===== src/rtl/bitop_arbiter.sv =====
// Two-requester round-robin front end for a shared 32-bit AND/OR/XOR/NOR unit; BITOP_ARB_FIXED_PRIO_EN selects fixed priority (req0 wins ties).
// Latency: accept on edge T, registered response valid after edge T+1; one operation in flight, 3-cycle minimum issue interval.
// Backpressure: response held stable until rsp_ready; both readys stay low from acceptance until the response handshake.
module bitop_arbiter #(
    parameter int WIDTH = 32,
    parameter int CNT_W = 16
) (
    input  logic             clk,
    input  logic             rst_n,
    input  logic             req0_valid,
    output logic             req0_ready,
    input  logic [1:0]       req0_op,
    input  logic [WIDTH-1:0] req0_a,
    input  logic [WIDTH-1:0] req0_b,
    input  logic             req1_valid,
    output logic             req1_ready,
    input  logic [1:0]       req1_op,
    input  logic [WIDTH-1:0] req1_a,
    input  logic [WIDTH-1:0] req1_b,
    output logic             rsp_valid,
    input  logic             rsp_ready,
    output logic             rsp_id,
    output logic [WIDTH-1:0] rsp_data,
    output logic             rsp_zero,
    output logic             busy,
    output logic [CNT_W-1:0] done_count
);

    typedef enum logic [1:0] {
        IDLE = 2'd0,
        EXEC = 2'd1,
        RESP = 2'd2
    } state_t;

    localparam logic [1:0] OP_AND = 2'b00;
    localparam logic [1:0] OP_OR  = 2'b01;
    localparam logic [1:0] OP_XOR = 2'b10;

    state_t             state_q, state_d;
    logic               last_grant_q;
    logic [1:0]         op_q, op_d;
    logic [WIDTH-1:0]   a_q, a_d;
    logic [WIDTH-1:0]   b_q, b_d;
    logic               id_q;
    logic [WIDTH-1:0]   rsp_data_q, rsp_data_d;
    logic               rsp_zero_q;
    logic               rsp_id_q;
    logic [CNT_W-1:0]   done_count_q;

    logic               grant_vld;
    logic               grant;
    logic               accept;
    logic               rsp_load;
    logic               rsp_done;

    function automatic logic [WIDTH-1:0] bitop(input logic [1:0] op,
                                               input logic [WIDTH-1:0] a,
                                               input logic [WIDTH-1:0] b);
        case (op)
            OP_AND:  bitop = a & b;
            OP_OR:   bitop = a | b;
            OP_XOR:  bitop = a ^ b;
            default: bitop = ~(a | b);
        endcase
    endfunction

    // Grant is a pure function of the valids and last_grant so ready never
    // depends on anything the requester sees downstream.
    always_comb begin
        grant_vld = req0_valid | req1_valid;
        grant     = 1'b0;
        if (req0_valid && req1_valid) begin
`ifdef BITOP_ARB_FIXED_PRIO_EN
            grant = 1'b0;
`else
            grant = ~last_grant_q;
`endif
        end else begin
            grant = req1_valid;
        end
    end

    assign req0_ready = rst_n && (state_q == IDLE) && grant_vld && !grant;
    assign req1_ready = rst_n && (state_q == IDLE) && grant_vld &&  grant;

    always_comb begin
        state_d  = state_q;
        accept   = 1'b0;
        rsp_load = 1'b0;
        rsp_done = 1'b0;
        case (state_q)
            IDLE: begin
                if (grant_vld) begin
                    accept  = 1'b1;
                    state_d = EXEC;
                end
            end
            EXEC: begin
                rsp_load = 1'b1;
                state_d  = RESP;
            end
            RESP: begin
                if (rsp_ready) begin
                    rsp_done = 1'b1;
                    state_d  = IDLE;
                end
            end
            default: state_d = IDLE;
        endcase
    end

    always_comb begin
        op_d       = grant ? req1_op : req0_op;
        a_d        = grant ? req1_a  : req0_a;
        b_d        = grant ? req1_b  : req0_b;
        rsp_data_d = bitop(op_q, a_q, b_q);
    end

    // Operand latches carry no reset: they are only read in EXEC, which is
    // always preceded by an acceptance that loads them.
    always_ff @(posedge clk) begin
        if (accept) begin
            op_q <= op_d;
            a_q  <= a_d;
            b_q  <= b_d;
            id_q <= grant;
        end
    end

    always_ff @(posedge clk) begin
        if (!rst_n) begin
            state_q      <= IDLE;
            last_grant_q <= 1'b1;
            rsp_data_q   <= '0;
            rsp_zero_q   <= 1'b0;
            rsp_id_q     <= 1'b0;
            done_count_q <= '0;
        end else begin
            state_q <= state_d;
            if (accept) begin
                last_grant_q <= grant;
            end
            if (rsp_load) begin
                rsp_data_q <= rsp_data_d;
                rsp_zero_q <= (rsp_data_d == '0);
                rsp_id_q   <= id_q;
            end
            if (rsp_done) begin
                done_count_q <= done_count_q + CNT_W'(1);
            end
        end
    end

    assign rsp_valid  = (state_q == RESP);
    assign rsp_data   = rsp_data_q;
    assign rsp_zero   = rsp_zero_q;
    assign rsp_id     = rsp_id_q;
    assign busy       = (state_q != IDLE);
    assign done_count = done_count_q;

endmodule


===== config.mk =====
export PLATFORM = sky130hd
export DESIGN_NAME = bitop_arbiter
export DESIGN_NICKNAME = d
export VERILOG_FILES = /design/src/rtl/bitop_arbiter.sv
export SDC_FILE = /design/constraint.sdc
export NUM_CORES = 1
export LEC_CHECK = 0
export CAP_MARGIN = 20
export CORE_MARGIN = 2
export CORE_UTILIZATION = 30
export DETAILED_ROUTE_END_ITERATION = 6
export SYNTH_ARGS = -nofsm -noshare
export SYNTH_HDL_FRONTEND = slang
export SYNTH_SLANG_ARGS = --single-unit

===== constraint.sdc =====
create_clock -name clk -period 4.9 [get_ports clk]
set_input_delay 0.49 -clock clk [delete_from_list [all_inputs] [get_ports clk]]
set_output_delay 0.49 -clock clk [all_outputs]
set_load 0.01 [all_outputs]

==> results, run 1 <==
- At the worst endpoint, the required time is 4.41 ns.
- The total leakage power is 4.19 nW.
- After global routing the overflow that remains totals 0.
- In this run the critical register-to-register path is launched from op_q[0]$_DFFE_PP_.
- The signal on the critical path passes through or2_2 > nor2_4 > nand2_1 > nor2_1 > clkdlybuf4s50_1.
- After synthesis the cells add up to 6930 sq um.
- In the synthesized netlist the async set-or-reset flop fraction comes to 0%.
- Counting flops with a built-in enable in the synthesized netlist gives 67.
- The tightest min-delay check is of the input pin to flip-flop type.
- The post-synthesis instance total is 637.
- The number of vias after detailed routing is 5084.
- Across all register-to-register paths, the minimum setup slack is 2.12 ns.
- The placeable core region is 22600 sq um.
- The cell depth of the worst hold path is 2.
- The total I/O pin count is 191.
- The final critical path takes up 67.2% of the cycle.
- After floorplanning, the core was divided into 55 placement rows.
- Entering global routing, the biggest net connects 64 pins.
- The number of warnings reported in the yosys synthesis log is 0.
- The synthesized design spends more area on one cell type than any other, namely sky130_fd_sc_hd__edfxtp_1.
- In the layout the commonest cells are sky130_fd_sc_hd__clkdlybuf4s50_1 (189), sky130_fd_sc_hd__mux2_2 (74), sky130_fd_sc_hd__edfxtp_1 (67), sky130_fd_sc_hd__inv_1 (65), sky130_fd_sc_hd__ha_1 (65).
- The worst hold path begins at rst_n.
- The detail route stage leaves a number of antenna-violating nets equal to 0.
- The final number of max-transition violations came to 0.
- The via count of the first global-routing pass is 5000.
- The share of synthesized area spent on multiplexers is 15.6%.
- Of the post-synthesis cell area, the dominant cell type holds 29.0%.
- The global placer's final weighted congestion is 0.701.
- Sequential cells were found to cover 44.4% of the synthesized design area.
- The floorplan step set the die width to 156 microns.
- The netlist uses 38 different library cells.
- The critical path's largest stage delay is 0.72 ns.
- The top flip-flop cell by instance count after synthesis is sky130_fd_sc_hd__edfxtp_1.
- The die footprint is 24300 sq um.
- The worst path in the final design needs a cycle of 3.29 ns, including I/O delays and setup.
- Summing the areas of all and, or, nand and nor instances in the mapped netlist gives 9.68% of the synthesized area.
- Buffers inserted during clock tree synthesis total 17.
- Along the worst path, the maximum fanout reaches 28.
- The count of input and output buffers is 190.
- From synthesis to final layout, the design area changed by 40.5%.
- Setup repair after global routing left no endpoint under its margin.
- The number of synthesized register bits is 120.
- In the post-synthesis netlist, the biggest area contributors are sky130_fd_sc_hd__edfxtp_1 (29%), sky130_fd_sc_hd__dfxtp_1 (15%), sky130_fd_sc_hd__mux2_2 (12%).
- Using the TritonRoute via totals, the vias-per-cell ratio works out to 4.57.
- The xor/xnor cell area share of the yosys netlist is 1.90%.
- The worst min-delay path endpoint is last_grant_q$_SDFFE_PN1P_.
- In this run, placement finished with an instance count of 1080.
- The clock latency at the later pin of the worst-skew pair is 0.42 ns.
- The number of hold buffers added after CTS was 0.
- The total inserted antenna cells is 0.
- The cell at the root of the clock tree is sky130_fd_sc_hd__clkbuf_16.
- The worst setup path is of the flip-flop to output port kind.
- The worst-case IR drop observed on VDD is 184 uV.
- The cell with the biggest individual delay on the critical path is sky130_fd_sc_hd__nor2_4.
- The number of cells on the worst reg-to-reg path is 7.
- The highest clock frequency the design can meet is 304 MHz.
- The total wire length is 16000 microns.
- The setup total negative slack is 0 ns.
- The initial core utilization is 30.6%.
- Before antenna repair, the detailed router went through 5 iterations.
- The worst setup path is captured at an output port.
- The chip height is 156 microns.
- The adder-cell share of the synthesized area is 11.7%.
- In this run the critical register-to-register path is captured at rsp_zero$_SDFFE_PN0N_.
- The detail-routed net length per standard cell is 14.4 microns.
- The arrival time at the worst endpoint is 2.80 ns.
- The relative slew slack is 32.3%.
- The flow ran to the end, and the final reports show no timing, DRC or antenna violations.
- The count of buffers added by post-CTS timing repair for setup is 0.
- The CTS H-tree depth is 4.
- The number of clock sinks is 120.
- The synthesized-area fraction occupied by ao, oa, aoi and oai cells is 10.5%.
- In the final layout, the share of cells above drive strength 1 is 14.4%.
- The tool flagged a number of max-cap violations equal to 0.
- The buffer depth of the longest clock path is 2.
- TritonCTS built the clock tree.
- The leading cell type in the layout, fill and taps excluded is sky130_fd_sc_hd__clkdlybuf4s50_1.
- Global routing used 13.5% of the available tracks across all layers.
- STA classifies the critical path startpoint as a flip-flop.
- The CTS clock-pin slew for the worst setup and hold paths is 0.05 ns.
- After detailed routing, the number of remaining DRC violations is 0.
- The final layout net count is 1016.
- The synthesized area per cell is 10.9 sq um.
- The starting DRC count in detailed routing is 204.
- The count of instances resized after the clock tree is built is 0.
- The half-perimeter wire length of the detailed placement result is 11600 microns.
- The number of nets in the synthesized netlist is 839.
- The slew at the pin closest to its max-slew limit is 1.02 ns.
- The final cell count without fillers is 1112.
- The worst clock skew is 0.0104 ns.
- The number of filler cells placed in the layout is 2114.
- The wire length of the first global-routing pass is 25300 microns.
- The final count of negative-setup-slack endpoints is 0.
- The number of endpoints with negative hold slack in the final report is 0.
- The power density relative to cell area is 336 nW/um^2.
- The initial antenna violation count came to 0.
- The dominant combinational cell family by area after synthesis is multiplexers.
-- metal layers --
layer  GRT usage, %  part of all wire [%]
met2           23.3                    48
met3           4.00                   5.9
met1           16.3                    45
met4           3.93                  0.79
met5              0                     0
-- power by group --
part	leakage [nW]	internal (mW)	switching, mW
clock network	0.302	0.868	0.459
logic	2.80	0.364	0.325
registers	1.09	1.19	0.0644
total	4.19	2.42	0.849
-- critical path: cells and delay by family (launching register included) --
kind | cells | cell delay (ns)
buffers and inverters | 1 | 0.57
flip-flops | 1 | 0.35
AND/OR/NAND/NOR | 4 | 1.45
-- cells in the mapped netlist, types with 2 or more instances --
master	instances
sky130_fd_sc_hd__ha_1	65
sky130_fd_sc_hd__and3_1	3
sky130_fd_sc_hd__mux2_2	74
sky130_fd_sc_hd__and4_1	2
sky130_fd_sc_hd__dfxtp_1	53
sky130_fd_sc_hd__nor4_1	2
sky130_fd_sc_hd__inv_1	65
sky130_fd_sc_hd__edfxtp_1	67
sky130_fd_sc_hd__nand4_1	10
sky130_fd_sc_hd__buf_2	7
sky130_fd_sc_hd__and2_1	19
sky130_fd_sc_hd__o211a_1	27
sky130_fd_sc_hd__nand2_1	40
sky130_fd_sc_hd__nor2_1	37
sky130_fd_sc_hd__buf_1	5
sky130_fd_sc_hd__o21ai_1	2
sky130_fd_sc_hd__clkbuf_1	23
sky130_fd_sc_hd__mux2_1	19
sky130_fd_sc_hd__a211oi_1	29
sky130_fd_sc_hd__nor2b_1	13
sky130_fd_sc_hd__buf_6	4
sky130_fd_sc_hd__a21oi_1	27
sky130_fd_sc_hd__nand3_1	6
sky130_fd_sc_hd__mux2i_1	2
sky130_fd_sc_hd__xor2_1	4
sky130_fd_sc_hd__xnor2_1	11
sky130_fd_sc_hd__o31ai_1	4
sky130_fd_sc_hd__o21ai_0	7
-- kinds of logic (layout without fill, tap and decap cells) --
family / after synthesis / after routing
muxes: 96 / 96
adders and majority gates: 65 / 65
buffers and inverters: 104 / 294
and+or+nand+nor: 137 / 137
DFF: 120 / 120
AOI/OAI and AO/OA: 100 / 100
xor gates and xnor gates: 15 / 15
-- sequential cells by signal (all words and copies together), names as in the netlist --
register      count
last_grant_q      1
rsp_data         32
b_q              32
id_q              1
rsp_id            1
rsp_zero          1
state_q           2
done_count       16
a_q              32
op_q              2
-- final cells by class --
cell class,instances,area (sq um),share of cell area (%)
clock buffers,20,489,5.03
clock inverters,12,144,1.48
inverters,65,244,2.51
multi-input cells,413,3450,35.5
flip-flops and latches,120,3070,31.6
well taps,285,357,3.66
repair buffers,197,1970,20.3
-- stage by stage --
stage          setup slack [ns]  hold slack (ns)  cell area [sq um]  power (mW)  utilization, %
2_1_floorplan             0.283            0.442               6930        1.68               -
3_3_place_gp               1.62            0.454               9100        1.97            40.2
3_5_place_dp               1.56            0.467               9100        1.98            40.2
4_1_cts                    1.48            0.398               9730        3.33            43.0
5_1_grt                    1.35            0.422               9730        3.46            43.0
6_report                   1.61            0.415               9730        3.27            43.0
-- worst max-delay path by stage --
stage                            start         end  slack (ns)
2_1_floorplan  state_q[1]$_SDFFE_PN0P_  req0_ready        0.28
3_3_place_gp                req0_valid  req0_ready        1.62
3_5_place_dp                req0_valid  req0_ready        1.56
4_1_cts        state_q[1]$_SDFFE_PN0P_  req0_ready        1.48
5_1_grt        state_q[1]$_SDFFE_PN0P_  req0_ready        1.35
6_report       state_q[1]$_SDFFE_PN0P_  req0_ready        1.61
No activity file was read; power rests on OpenSTA's default activity.
==> run 2, diff against run 1 <==
- clock period: 4.9 -> 3.2 ns (I/O delays scaled with it)
==> results, run 2 (synthesized netlist as in run 1, its figures left out) <==
- The die footprint was 24300 sq um (unchanged).
- The peak supply drop is 318 uV (+73%).
- The detail-routed net length per standard cell is 14.2 microns (-1.2%).
- The worst hold path belongs to the class input pin to flip-flop.
- The worst flop-to-flop path startpoint is op_q[0]$_DFFE_PP_.
- The number of endpoints with negative hold slack in the final report came to 0 (unchanged).
- The signal on the critical path passes through or2_2 > nor2_4 > nand2_1 > nor2_1 > clkdlybuf4s50_1.
- The final count of negative-setup-slack endpoints is 0 (unchanged).
- The remaining global-route overflow is 0 (unchanged).
- The final number of max-transition violations is 0 (unchanged).
- The initial antenna violation count was 0 (unchanged).
- The total global routing track utilization is 13.2% (-0.30 points).
- The DRC violation count after routing is 0 (unchanged).
- Setup repair after global routing left no endpoint under its margin.
- The synthesis-to-layout area growth is 40.9%.
- The most critical setup path has its startpoint at state_q[1]$_SDFFE_PN0P_.
- The residual antenna-violating net count after detailed routing is 0 (unchanged).
- The arrival time at the worst endpoint was 2.05 ns (-0.75 ns).
- The power density relative to cell area is 526 nW/um^2 (+56%).
- The total inserted antenna cells is 0 (unchanged).
- The via count of the first global-routing pass is 4788 (-4.2%).
- The number of search-and-repair iterations in the first detailed-routing pass is 4 (-1).
- The buffer depth of the longest clock path is 2 (unchanged).
- The top cell types in the final layout, fill and taps aside, are sky130_fd_sc_hd__clkdlybuf4s50_1 (189), sky130_fd_sc_hd__mux2_2 (74), sky130_fd_sc_hd__edfxtp_1 (67), sky130_fd_sc_hd__inv_1 (65), sky130_fd_sc_hd__ha_1 (65).
- The number of clock sinks is 120 (unchanged).
- The width of the die was 156 microns (unchanged).
- The total leakage power was 4.20 nW (+0.40%).
- The pin count of the biggest net entering global routing is 50 (-22%).
- Dividing the final minimum period by the clock period gives 74.0%.
- The number of buffer and inverter stages on the critical path is 1 (unchanged).
- The end point of the critical path is req0_ready.
- The setup total negative slack is 0 ns (unchanged).
- The relative slew slack is 57.1% (+25 points).
- The CTS clock-pin slew for the worst setup and hold paths is 0.06 ns (about the same).
- The critical path's largest stage delay is 0.57 ns (-0.15 ns).
- The placeable core region was 22600 sq um (unchanged).
- The biggest fanout along the worst timing path is 5 (-82%).
- The pre-CTS worst setup slack came to 0.871 ns (-0.686 ns).
- Leaving out fill and tap cells, the most frequent cell in the layout is sky130_fd_sc_hd__clkdlybuf4s50_1.
- The capturing point of the worst reg2reg path is rsp_zero$_SDFFE_PN0N_.
- The total wire length is 15900 microns (-1.0%).
- The initial core utilization is 30.6% (unchanged).
- The starting DRC count in detailed routing is 209 (+2.5%).
- The half-perimeter wire length of the detailed placement result was 11800 microns (+1.6%).
- The global placer's final weighted congestion was 0.723 (+3.1%).
- The cell at the root of the clock tree is sky130_fd_sc_hd__clkbuf_16.
- The slew at the pin closest to its max-slew limit came to 0.642 ns (-0.374 ns).
- The fraction of final layout cells sized beyond drive strength 1 is 14.5% (+0.086 points).
- The count of instances resized after the clock tree is built is 0 (unchanged).
- The total I/O pin count came to 191 (unchanged).
- The clock latency at the later pin of the worst-skew pair was 0.42 ns (about the same).
- The TritonCTS buffer count is 17 (unchanged).
- The critical path is of the flip-flop to output port type.
- Among all stages on the critical path, the largest delay is contributed by sky130_fd_sc_hd__clkdlybuf4s50_1.
- The logic depth of the worst register-to-register path is 7 (unchanged).
- The CTS H-tree depth came to 4 (unchanged).
- The wire length of the first global-routing pass is 24800 microns (-2.0%).
- The final layout net count is 1018 (+0.20%).
- The run finished with clean final reports.
- The chip height is 156 microns (unchanged).
- The count of input and output buffers is 190 (unchanged).
- STA classifies the critical path endpoint as an output port.
- The worst setup slack after layout was 0.831 ns (-0.776 ns).
- The worst setup path is launched from a flip-flop.
- The max-capacitance violation count is 0 (unchanged).
- The worst clock skew is 0.00932 ns (-0.00106 ns).
- The dominant delay contributor by cell family on the critical path is simple AND/OR/NAND/NOR gates.
- The TritonCTS clock tree is yes.
- The number of vias per cell was 4.53 (-0.98%).
- The count of buffers added by post-CTS timing repair for setup is 0 (unchanged).
- Derived from the worst setup path, the maximum achievable clock frequency is 422 MHz.
- The required arrival time at the worst endpoint came to 2.88 ns (-1.53 ns).
- The number of filler cells placed in the layout was 2152 (+1.8%).
- The placement row count was 55 (unchanged).
- The quantity of hold-fixing buffers added after cts came to 0 (unchanged).
- The worst path needs 2.37 ns of the cycle, external delays included.
- In this run the most critical hold path is launched from rst_n.
- The number of vias after detailed routing is 5043 (-0.81%).
- The cell count along the critical path came to 5 (unchanged).
- The register-to-register path setup slack is 0.92 ns (-1.20 ns).
==> run 2: cell types whose count changed in the layout (fill, tap and decap cells not counted), sizes merged <==
cell	before	now
buf	8	10
bufinv	3	6
clkbuf	20	19
clkinv	5	4
clkinvlp	4	3
==> run 2: worst min-delay path by stage <==
stage | to | slack (ns) | cells past startpoint
5_1_grt | last_grant_q$_SDFFE_PN1P_ | 0.19 | 2
3_5_place_dp | rsp_id$_SDFFE_PN0N_ | 0.48 | 2
2_1_floorplan | last_grant_q$_SDFFE_PN1P_ | 0.44 | 2
4_1_cts | last_grant_q$_SDFFE_PN1P_ | 0.19 | 2
3_3_place_gp | rsp_id$_SDFFE_PN0N_ | 0.46 | 2
6_report | last_grant_q$_SDFFE_PN1P_ | 0.21 | 2
==> run 2: metal layers <==
layer	vias up	global-route usage (%)	share of wire, %
met5	-	0	0
met4	0	3.80	0.96
met3	12	4.56	6.8
met2	123	21.5	47
met1	2315	16.6	45
li1	2593	-	-
==> run 2: worst reg2reg max path, cell delays in order (launching register included) <==
cell	delay, ns
sky130_fd_sc_hd__edfxtp_1	0.34
sky130_fd_sc_hd__buf_4	0.42
sky130_fd_sc_hd__mux2_2	0.41
sky130_fd_sc_hd__a21oi_1	0.26
sky130_fd_sc_hd__nand4_1	0.17
sky130_fd_sc_hd__nor4_1	0.38
sky130_fd_sc_hd__a22oi_1	0.12
sky130_fd_sc_hd__nor2b_1	0.12
==> run 2: area by class of cell <==
type / instances / area (sq um) / share of cell area (%)
inverters: 65 / 244 / 2.50
flip-flops and latches: 120 / 3070 / 31.5
repair buffers: 199 / 1980 / 20.3
multi-input cells: 413 / 3450 / 35.4
clock inverters: 13 / 226 / 2.32
well taps: 285 / 357 / 3.65
clock buffers: 19 / 433 / 4.43
==> run 2: power by group <==
group | internal [mW] | leakage (nW) | switching (mW) | total, mW
clock network | 1.46 | 0.313 | 0.710 | 2.17
registers | 1.82 | 1.09 | 0.0973 | 1.92
logic | 0.555 | 2.80 | 0.492 | 1.05
==> run 2: metrics by stage <==
step	total power, mW	hold WS, ns	instance area, sq um	cells	util (%)
6_report	5.13	0.209	9760	1114	43.1
5_1_grt	5.40	0.195	9760	1114	43.1
4_1_cts	5.20	0.188	9760	1114	43.1
3_5_place_dp	3.01	0.476	9100	1082	40.2
3_3_place_gp	3.01	0.458	9100	1082	40.2
2_1_floorplan	2.56	0.442	6940	637	-
